## config.mk

```make
export PLATFORM = sky130hd
export DESIGN_NAME = pcfa_sub_mc
export DESIGN_NICKNAME = d
export VERILOG_FILES = /design/src/rtl/pcfa_pkg.sv /design/src/rtl/pcfa_slice.sv /design/src/rtl/pcfa_sub_mc.sv
export SDC_FILE = /design/constraint.sdc
export NUM_CORES = 1
export LEC_CHECK = 0
export BUFFER_PORTS_ARGS = -buffer_cell sky130_fd_sc_hd__buf_2
export CAP_MARGIN = 25
export CORE_UTILIZATION = 25
export CTS_BUF_LIST = sky130_fd_sc_hd__clkbuf_4
export DETAILED_ROUTE_END_ITERATION = 10
export GPL_ROUTABILITY_DRIVEN = 0
export GPL_TIMING_DRIVEN = 0
export HOLD_SLACK_MARGIN = 0.06
export PLACE_DENSITY = 0.39
export SETUP_SLACK_MARGIN = 0.5
export SLEW_MARGIN = 0
export SYNTH_ARGS = -nofsm -noshare
export SYNTH_HDL_FRONTEND = slang
export SYNTH_HIERARCHICAL = 1
export SYNTH_SLANG_ARGS = --single-unit
```

## constraint.sdc

```tcl
create_clock -name clk -period 3.1 [get_ports clk]
set_clock_uncertainty 0.15 [all_clocks]
set_input_delay 0.31 -clock clk [delete_from_list [all_inputs] [get_ports clk]]
set_output_delay 0.31 -clock clk [all_outputs]
set_load 0.05 [all_outputs]
```

## src/rtl/pcfa_pkg.sv

```systemverilog
// rtl/pcfa_pkg.sv - shared types and constants for the slice-serial subtractor
package pcfa_pkg;

  localparam int PCFA_WIDTH = 8;
  localparam int PCFA_SLICE = 4;

  // Bit positions inside the {N,Z,C,V} flags word
  localparam int FLAG_N = 3;
  localparam int FLAG_Z = 2;
  localparam int FLAG_C = 1;
  localparam int FLAG_V = 0;

  typedef enum logic [1:0] {
    IDLE = 2'd0,
    CALC = 2'd1,
    DONE = 2'd2
  } state_t;

endpackage

```

## src/rtl/pcfa_slice.sv

```systemverilog
// rtl/pcfa_slice.sv - combinational SLICE-bit ripple-carry adder slice
module pcfa_slice #(
  parameter int SLICE = 4
) (
  input  logic [SLICE-1:0] a,
  input  logic [SLICE-1:0] b,
  input  logic             cin,
  output logic [SLICE-1:0] sum,
  output logic             cout
);

  logic c;

  always_comb begin
    c   = cin;
    sum = '0;
    for (int k = 0; k < SLICE; k++) begin
      sum[k] = a[k] ^ b[k] ^ c;
      c      = (a[k] & b[k]) | (c & (a[k] ^ b[k]));
    end
    cout = c;
  end

endmodule

```

## src/rtl/pcfa_sub_mc.sv

```systemverilog
// rtl/pcfa_sub_mc.sv - multicycle slice-serial A - B - bin with start/busy/done
// Optional {N,Z,C,V} flags port enabled by defining PCFA_SUB_FLAGS_EN.
module pcfa_sub_mc
  import pcfa_pkg::*;
#(
  parameter int WIDTH = PCFA_WIDTH,
  parameter int SLICE = PCFA_SLICE
) (
  input  logic             clk,
  input  logic             rst,
  input  logic             start,
  input  logic [WIDTH-1:0] A,
  input  logic [WIDTH-1:0] B,
  input  logic             bin,
  output logic             busy,
  output logic             done,
  output logic [WIDTH-1:0] Diff,
  output logic             bout
`ifdef PCFA_SUB_FLAGS_EN
  ,
  output logic [3:0]       flags
`endif
);

  localparam int N   = WIDTH / SLICE;
  localparam int IW  = (N > 1) ? $clog2(N) : 1;
  localparam int MSB = WIDTH - 1;

  state_t           state;
  logic [IW-1:0]    idx;
  logic [WIDTH-1:0] a_r;
  logic [WIDTH-1:0] nb_r;
  logic [WIDTH-1:0] shadow;
  logic [WIDTH-1:0] diff_next;
  logic             carry;
  logic [SLICE-1:0] s_sum;
  logic             s_cout;
  logic             last;

  assign last = (idx == IW'(N - 1));

  pcfa_slice #(.SLICE(SLICE)) u_slice (
    .a    (a_r[idx*SLICE +: SLICE]),
    .b    (nb_r[idx*SLICE +: SLICE]),
    .cin  (carry),
    .sum  (s_sum),
    .cout (s_cout)
  );

  // Shadow accumulator with the current slice merged in; becomes Diff on the last slice
  always_comb begin
    diff_next = shadow;
    diff_next[idx*SLICE +: SLICE] = s_sum;
  end

  always_ff @(posedge clk or posedge rst) begin
    if (rst) begin
      state  <= IDLE;
      idx    <= '0;
      a_r    <= '0;
      nb_r   <= '0;
      shadow <= '0;
      carry  <= 1'b0;
      busy   <= 1'b0;
      done   <= 1'b0;
      Diff   <= '0;
      bout   <= 1'b0;
`ifdef PCFA_SUB_FLAGS_EN
      flags  <= '0;
`endif
    end else begin
      case (state)
        IDLE, DONE: begin
          done <= 1'b0;
          if (start) begin
            a_r   <= A;
            nb_r  <= ~B;
            carry <= ~bin;
            idx   <= '0;
            busy  <= 1'b1;
            state <= CALC;
          end else begin
            state <= IDLE;
          end
        end
        CALC: begin
          shadow <= diff_next;
          carry  <= s_cout;
          idx    <= idx + 1'b1;
          if (last) begin
            state <= DONE;
            busy  <= 1'b0;
            done  <= 1'b1;
            Diff  <= diff_next;
            bout  <= ~s_cout;
`ifdef PCFA_SUB_FLAGS_EN
            flags[FLAG_N] <= diff_next[MSB];
            flags[FLAG_Z] <= (diff_next == '0);
            flags[FLAG_C] <= s_cout;
            // nb_r holds ~B, so A and B differ in sign exactly when a_r and nb_r agree
            flags[FLAG_V] <= (a_r[MSB] == nb_r[MSB]) && (diff_next[MSB] != a_r[MSB]);
`endif
          end
        end
        default: state <= IDLE;
      endcase
    end
  end

endmodule

```

==> Implementation_results.wiki, run 1 <==
{| class="wikitable"
! Metric !! Value
|-
| Status || completed
|-
| Total length of routed met3 wires || roughly 130 um
|-
| Deepest level of the CTS H-tree || 2
|-
| Minimum period implied by the final worst setup slack || 2740 ps
|-
| Most used cells in the layout excluding fill and tap cells || 35 x sky130_fd_sc_hd__nand2_1, 34 x sky130_fd_sc_hd__dfrtp_1, 32 x sky130_fd_sc_hd__buf_2, 18 x sky130_fd_sc_hd__dlygate4sd3_1, 13 x sky130_fd_sc_hd__mux2_2
|-
| Share of layout cells above drive strength 1 || between 40% and 50%
|-
| DRC violations left || 0
|-
| Capture endpoint of the worst hold path || busy
|-
| Share of power burned in the clock network || between 10% and 20%
|-
| Height of the die || 80.4 um
|-
| Number of hold-slack violations in the final timing report || 0
|-
| Crit path capture type || register
|-
| Worst-Margin Slew || 876 ps
|-
| Share of the clock period used by the worst path || 88.4%
|-
| Comb pwr share || between 50% and 60%
|-
| Leakage || 1.06 nW
|-
| Slew HR || about two fifths
|-
| Overall die width || 80.4 um
|-
| Post-synthesis area per instance || about 11 um2
|-
| Met2 wirelength from detailed routing || 1540 um
|-
| Sequential Power Share || 31.5%
|-
| CP Data Required Time || 3240 ps
|-
| Number of library cell types mapped by synthesis || 18
|-
| Number of sinks on the clock net || 35
|-
| Hold Path Stages || 2
|-
| Arrival time worst endpoint || around 2900 ps
|-
| Share of the synthesized area in the top cell type || a little under three fifths
|-
| Primary FF master, synth || sky130_fd_sc_hd__dfrtp_1
|-
| Net switching fraction of the power || approximately two fifths
|-
| Total routed wire length on the met1 layer || 1490 um
|-
| DRT iter0 DRCs || 15
|-
| Total global-route track usage || 11.6%
|-
| Hold wc startpoint || busy
|-
| Average wire per standard cell || roughly 12 um
|-
| Warnings from Yosys || 6
|-
| Diodes inserted || 0
|-
| Internal Dissipation || ~0.0015 W
|-
| Total iterations of the first detailed-routing run || 3
|-
| Number of antenna violations at the first check in global routing || 0
|-
| Via/cell ratio || around 4
|-
| IR Drop Worst-Case VDD || 445 uV
|-
| Reg-to-reg slack, setup || 360 ps
|-
| Highest metal used || met4
|-
| Kind of critical path || reg -> reg
|-
| Clock buffers created by TritonCTS || 5
|-
| Number of synthesized register bits || 35
|-
| Unrepaired setup endpoints after global routing || yes
|-
| First-pass GRT wire length || between 5000 and 6000 um
|-
| Layout-stage area growth over the synthesis result || 39.5%
|-
| Maximum Capacitance Violations || 0
|-
| Psw || 0.00104 W
|-
| Aggregate negative setup slack || 0 ps
|-
| TritonCTS clock tree || done
|-
| Worst r2r dst || shadow[3]
|-
| Die Outline Area || roughly 6500 um2
|-
| Upper clock frequency limit || ~360 MHz
|-
| Core Box Area || 5920 um2
|-
| Post-Synthesis Cells || approximately 130
|-
| Leading cell type in the layout, fill and taps excluded || sky130_fd_sc_hd__nand2_1
|-
| Total count of max-transition violations in the final report || 0
|-
| Cell chosen for the clock root || sky130_fd_sc_hd__clkbuf_4
|-
| Maximum fanout count along the critical path || 4
|-
| Synthesized net count || roughly 160
|-
| Number of global-route vias before repair || approximately 1200
|-
| Critical Path Source Type || register
|-
| Quantity of I/O buffers inserted on ports || 30
|-
| Largest cells by area after synthesis || sky130_fd_sc_hd__dfrtp_1 57%, sky130_fd_sc_hd__mux2_2 11%, sky130_fd_sc_hd__nand2_1 8.6%
|-
| Starting Density || roughly a quarter
|-
| Final Routed Wirelength || 3210 um
|-
| Sequential cell area fraction in the yosys report || about 57%
|-
| Number of enable-type register cells in the synthesized netlist || 0
|-
| Power density over cell area || about 1200 nW/um2
|-
| Utilization after layout || approximately 36%
|-
| Half-perimeter wire length after detailed placement || roughly 2300 um
|-
| Final ANT Viol Nets || 0
|-
| Type of the most critical hold path || reg -> reg
|-
| # nets final || between 200 and 250
|-
| Buffer levels on the longest clock path || 2
|-
| Maximum number of pins on one net before global-route repair || 23
|-
| Clock insertion delay at the later pin of the skew report || 340 ps
|-
| Final count of negative-setup-slack endpoints || 0
|-
| Clock slew at the register clock pins of the worst setup and hold paths || ~110 ps
|-
| Via count of the routed design || between 1000 and 1500
|-
| Ports placed on the boundary || 31
|-
| Total gr overflow || 0
|-
| Netlist area before placement || roughly 1500 um2
|-
| Depth of the worst register-to-register path || 11
|-
| Yosys top cell by area || sky130_fd_sc_hd__dfrtp_1
|-
| RR Startpoint || idx
|-
| Num rows || 28
|-
| Async set-or-reset flop fraction in the synthesized netlist || 100%
|}
## per-stage QoR
step                cell area, um2  instances  hold slack, ps  setup WS, ps  power (W)
floorplan                     1560        134             265           412    0.00176
global placement              1800        239             310           245    0.00206
detailed placement            1820        240             317           254    0.00209
CTS                           2140        270             328           357    0.00258
global route                  2140        270             360           254    0.00279
finish                        2140        270             337           359    0.00257
## cells in the mapped netlist (all sizes together), types with 2 or more instances
cell    count
dfrtp      35
inv        13
nor2b       2
o21ai      11
nand2b      2
nand2      35
buf         5
mux2       20
fa          4
nand3       2
## layer usage
layer / track usage [%] / vias up
met1: 14.0 / 514
met3: 3.41 / 5
met4: 4.82 / 0
li1: - / 547
met2: 19.1 / 26
met5: 0 / -
## area by class of cell
class | instances | area, um2
buffer | 6 | 43.8
clock buffer | 6 | 45.0
clock inverter | 2 | 60.1
fill | 612 | 3780
inverter | 13 | 48.8
multi-input combinational | 80 | 598
sequential | 35 | 877
tap | 75 | 93.8
timing repair buffer | 53 | 375
## kinds of logic (layout without fill, tap and decap cells)
family,after synthesis,in the layout,share of synthesized area [%]
compound gates,13,13,4.65
fa+ha+maj,4,4,5.22
buf+inv,19,80,5.38
flops,35,35,57.0
mux,20,20,15.9
simple gates,43,43,11.8
## power groups by stage
stage               combinational (W)  clock, W  sequential, W
floorplan                    0.000724         0        0.00104
global placement              0.00124         0       0.000815
detailed placement            0.00126         0       0.000827
CTS                           0.00133  0.000428       0.000813
global route                  0.00151  0.000448       0.000838
finish                        0.00134  0.000416       0.000808
## state kept, by name, summed over array words and instances (netlist names)
name / cells
done: 1
busy: 1
nb_r: 8
idx: 1
shadow: 4
bout: 1
Diff: 8
a_r: 8
state: 2
carry: 1
## repair_timing
item,4_1_cts,5_1_grt
hold endpoints to repair,38,0
resized for setup,3,5
pin swaps,2,0
setup endpoints to repair,4,4
setup buffers,4,0
hold buffers,18,0
## worst max-delay path by stage
| stage | from | end | depth (start not counted) |
|---|---|---|---|
| floorplan | idx | shadow[3] | 11 |
| global placement | idx | shadow[3] | 11 |
| detailed placement | idx | shadow[3] | 11 |
| CTS | idx | shadow[3] | 11 |
| global route | idx | shadow[3] | 11 |
| finish | idx | shadow[3] | 11 |
## worst max-delay path: stages (launching register included)
cell and delay, ps:
sky130_fd_sc_hd__dfrtp_2 440, sky130_fd_sc_hd__buf_8 130, sky130_fd_sc_hd__mux2_4 300, sky130_fd_sc_hd__fa_2 380
sky130_fd_sc_hd__inv_2 60, sky130_fd_sc_hd__fa_2 190, sky130_fd_sc_hd__inv_2 40, sky130_fd_sc_hd__fa_2 320
sky130_fd_sc_hd__inv_2 60, sky130_fd_sc_hd__fa_1 410, sky130_fd_sc_hd__inv_2 70, sky130_fd_sc_hd__mux2_2 130
Note: power is estimated with default switching activity, not from simulation.
==> run 2: changes to the inputs <==
ABC_AREA = 1   (was default)
==> run 2 against run 1 <==
Via count is 14% higher. Register-to-register slack better by 150 ps. Die area is 0.40% higher. Total power is 11% lower. Wire length is 9.8% higher. Final cell count is 16% higher. Worst hold slack worse by 240 ps. Setup slack better by 150 ps. Clock power is 41% lower. Fmax is 6.0% higher. Largest power group unchanged. Flip-flop and latch count stayed put.
==> Implementation_results.wiki, run 2 <==
{| class="wikitable"
! Metric !! Value
|-
| Netlist area before placement || 1540 um2 (+0.41%)
|-
| Leakage || 1.13 nW (+5.8%)
|-
| Power density over cell area || 1090 nW/um2 (-9.1%)
|-
| Sequential cell area fraction in the yosys report || 56.8% (-0.23 points)
|-
| Register cell area after layout || 877 um2 (unchanged)
|-
| Most used cell along the critical path || sky130_fd_sc_hd__inv_2
|-
| Most frequent cells after synthesis || 89 x sky130_fd_sc_hd__nand2_1, 35 x sky130_fd_sc_hd__dfrtp_1, 18 x sky130_fd_sc_hd__inv_1, 16 x sky130_fd_sc_hd__o21ai_0, 5 x sky130_fd_sc_hd__buf_2
|-
| Placed Instances || 283 (+18%)
|-
| Total count of max-transition violations in the final report || 0 (unchanged)
|-
| Number of sinks on the clock net || 35 (unchanged)
|-
| Total iterations of the first detailed-routing run || 4 (+1)
|-
| Largest cells by area after synthesis || sky130_fd_sc_hd__dfrtp_1 57%, sky130_fd_sc_hd__nand2_1 22%, sky130_fd_sc_hd__fa_1 5.2%
|-
| Depth of the worst register-to-register path || 13 (+2)
|-
| Average wire per standard cell || 11.3 um (-5.0%)
|-
| Post-Synthesis Cells || 178 (+33%)
|-
| Share of the synthesized area in the top cell type || 56.8% (-0.23 points)
|-
| Kind of critical path || reg -> reg
|-
| First-pass GRT wire length || 5870 um (+8.2%)
|-
| Hold wc startpoint || bin
|-
| Total global-route track usage || 12.3% (+0.71 points)
|-
| Slew HR || 49.9% (+8.4 points)
|-
| Final ANT Viol Nets || 0 (unchanged)
|-
| Maximum Capacitance Violations || 0 (unchanged)
|-
| Share of layout cells above drive strength 1 || 28.3% (-12 points)
|-
| Deepest level of the CTS H-tree || 2 (unchanged)
|-
| Utilization after layout || 35.3% (-0.87 points)
|-
| Aggregate negative setup slack || 0 ps (unchanged)
|-
| Half-perimeter wire length after detailed placement || 2340 um (+3.4%)
|-
| Number of synthesized register bits || 35 (unchanged)
|-
| Number of global-route vias before repair || 1247 (+4.5%)
|-
| Ports placed on the boundary || 31 (unchanged)
|-
| Num rows || 28 (unchanged)
|-
| Starting Density || 26.0% (+0.11 points)
|-
| Critical path's slowest cell || sky130_fd_sc_hd__dfrtp_2
|-
| Synthesized net count || 202 (+28%)
|-
| Clock buffers created by TritonCTS || 5 (unchanged)
|-
| Number of antenna violations at the first check in global routing || 0 (unchanged)
|-
| Overall die width || 80.5 um (+0.20%)
|-
| Core Box Area || 5920 um2 (unchanged)
|-
| Die Outline Area || 6480 um2 (+0.40%)
|-
| Unrepaired setup endpoints after global routing || yes
|-
| Yosys top cell by area || sky130_fd_sc_hd__dfrtp_1
|-
| Post-layout instance count excluding filler cells || 312 (+16%)
|-
| Leading cell type in the layout, fill and taps excluded || sky130_fd_sc_hd__nand2_1
|-
| Crit path capture type || register
|-
| Via count of the routed design || 1247 (+14%)
|-
| Minimum period implied by the final worst setup slack || 2590 ps (-154 ps)
|-
| Largest registers || Diff (8), a_r (8), nb_r (8)
|-
| Final Routed Wirelength || 3520 um (+9.8%)
|-
| Maximum number of pins on one net before global-route repair || 36 (+57%)
|-
| Post-synthesis area per instance || 8.66 um2 (-24%)
|-
| Cell breakdown of the critical path || buf_6, nand2_4, nand2_4, fa_2, inv_2, fa_2, inv_2, fa_2, inv_2, fa_1, inv_2, nand2_1, nand2_1
|-
| IR Drop Worst-Case VDD || 339 uV (-24%)
|-
| Largest stage delay on the critical path || 460 ps (+20 ps)
|-
| Most frequently used cell type in the post-synthesis netlist || sky130_fd_sc_hd__nand2_1
|-
| Worst-Margin Slew || 750 ps (-126 ps)
|-
| Clock insertion delay at the later pin of the skew report || 340 ps (about the same)
|-
| Final instance area || 2090 um2 (-2.4%)
|-
| Warnings from Yosys || 6 (unchanged)
|-
| Instance area after placement || 1790 um2 (-1.3%)
|-
| Arrival time worst endpoint || 2710 ps (-170 ps)
|-
| Worst r2r dst || shadow[3]
|-
| TritonCTS clock tree || done
|-
| Async set-or-reset flop fraction in the synthesized netlist || 100% (unchanged)
|-
| # nets final || 260 (+19%)
|-
| Capture endpoint of the worst hold path || carry
|-
| Type of the most critical hold path || in -> reg
|-
| Buffer levels on the longest clock path || 2 (unchanged)
|-
| Cell class contributing the biggest share of worst-path delay || adder cells
|-
| Hold Path Stages || 4 (+2)
|-
| Most used cells in the layout excluding fill and tap cells || 85 x sky130_fd_sc_hd__nand2_1, 34 x sky130_fd_sc_hd__dfrtp_1, 34 x sky130_fd_sc_hd__buf_2, 17 x sky130_fd_sc_hd__dlygate4sd3_1, 15 x sky130_fd_sc_hd__o21ai_0
|-
| Critical Path Source Type || register
|-
| Filler Cells Inserted || 666 (+8.8%)
|-
| Worst hold slack || 98.2 ps (-239 ps)
|-
| Diodes inserted || 0 (unchanged)
|-
| Via/cell ratio || 4.00 (-1.2%)
|-
| Primary FF master, synth || sky130_fd_sc_hd__dfrtp_1
|-
| Clock slew at the register clock pins of the worst setup and hold paths || 110 ps (about the same)
|-
| Height of the die || 80.5 um (+0.20%)
|-
| Share of the clock period used by the worst path || 83.4% (-5.0 points)
|-
| Cell chosen for the clock root || sky130_fd_sc_hd__clkbuf_4
|-
| Final count of negative-setup-slack endpoints || 0 (unchanged)
|-
| CP Buf/Inv Count || 5 (unchanged)
|-
| Number of hold-slack violations in the final timing report || 0 (unchanged)
|-
| Number of library cell types mapped by synthesis || 13 (-5)
|-
| DRC violations left || 0 (unchanged)
|-
| Layout-stage area growth over the synthesis result || 35.6%
|-
| CP Data Required Time || 3230 ps (about the same)
|-
| Footprint of the multi-input gates || 598 um2 (unchanged)
|-
| Reg-to-reg slack, setup || 510 ps (+150 ps)
|-
| Upper clock frequency limit || 387 MHz (+6.0%)
|-
| Maximum fanout count along the critical path || 7 (+3)
|-
| Quantity of I/O buffers inserted on ports || 30 (unchanged)
|-
| Total gr overflow || 0 (unchanged)
|-
| Status || completed
|-
| Number of enable-type register cells in the synthesized netlist || 0 (unchanged)
|-
| DRT iter0 DRCs || 58 (+43)
|-
| RR Startpoint || idx
|}
-- run 2: report_power, final --
part,switching [W],total [W],internal (W),leakage (nW)
clock,0.000153,0.000246,0.0000928,0.0307
combinational,0.000816,0.00124,0.000422,0.662
sequential,0.000121,0.000796,0.000675,0.433
total,0.00109,0.00228,0.00119,1.13
-- run 2: per-layer routing --
layer	global-route usage (%)	part of all wire (%)	vias to the layer above
li1	-	-	647
met1	16.3	50	567
met2	18.7	44	25
met3	3.07	3.8	8
met4	5.36	1.8	0
met5	0	0	-
-- run 2: cell type report --
type | count | area share [%]
inverter | 21 | 4.01
timing repair buffer | 51 | 16.9
sequential | 35 | 42.0
tap | 75 | 4.49
buffer | 5 | 1.50
clock buffer | 6 | 2.15
multi-input combinational | 117 | 28.6
clock inverter | 2 | 0.359
-- run 2: how the worst max path moves through the flow --
stage | slack [ps] | cells past startpoint | startpoint | to
6_report | 510 | 13 | idx | shadow[3]
2_1_floorplan | 500 | 13 | idx | shadow[3]
4_1_cts | 470 | 13 | idx | shadow[3]
3_3_place_gp | 280 | 13 | idx | shadow[3]
3_5_place_dp | 270 | 13 | idx | shadow[3]
5_1_grt | 390 | 13 | idx | shadow[3]
-- run 2: worst reg2reg max path, stage by stage, from the launching register on --
cell and delay, ps:
sky130_fd_sc_hd__dfrtp_2 460, sky130_fd_sc_hd__buf_6 150, sky130_fd_sc_hd__nand2_4 60, sky130_fd_sc_hd__nand2_4 50, sky130_fd_sc_hd__fa_2 370, sky130_fd_sc_hd__inv_2 70, sky130_fd_sc_hd__fa_2 190, sky130_fd_sc_hd__inv_2 40
sky130_fd_sc_hd__fa_2 330, sky130_fd_sc_hd__inv_2 60, sky130_fd_sc_hd__fa_1 420, sky130_fd_sc_hd__inv_2 70, sky130_fd_sc_hd__nand2_1 50, sky130_fd_sc_hd__nand2_1 70
-- run 2: logic make-up after synthesis --
| family | after synthesis | synth area share, % |
|---|---|---|
| AO/OA/AOI/OAI | 16 | 5.20 |
| adder cells (fa/ha/maj) | 4 | 5.20 |
| buffers and inverters | 26 | 6.74 |
| flip-flops | 35 | 56.8 |
| AND/OR/NAND/NOR | 97 | 26.1 |
-- run 2: per-stage QoR --
| stage | total power [W] | setup WS [ps] |
|---|---|---|
| final | 0.00228 | 514 |
| after floorplan | 0.00163 | 502 |
| after global routing | 0.00252 | 395 |
| after global placement | 0.00192 | 284 |
| after CTS | 0.00228 | 472 |
| after detailed placement | 0.00192 | 272 |
-- run 2: timing repair --
item                                    in CTS  in global routing
endpoints found under the hold margin       51                  0
hold buffers                                17                  0
buffers inserted                             4                  0
pin swaps                                    4                  7
endpoints found under the setup margin       4                  4
gates resized for setup                     14                  7
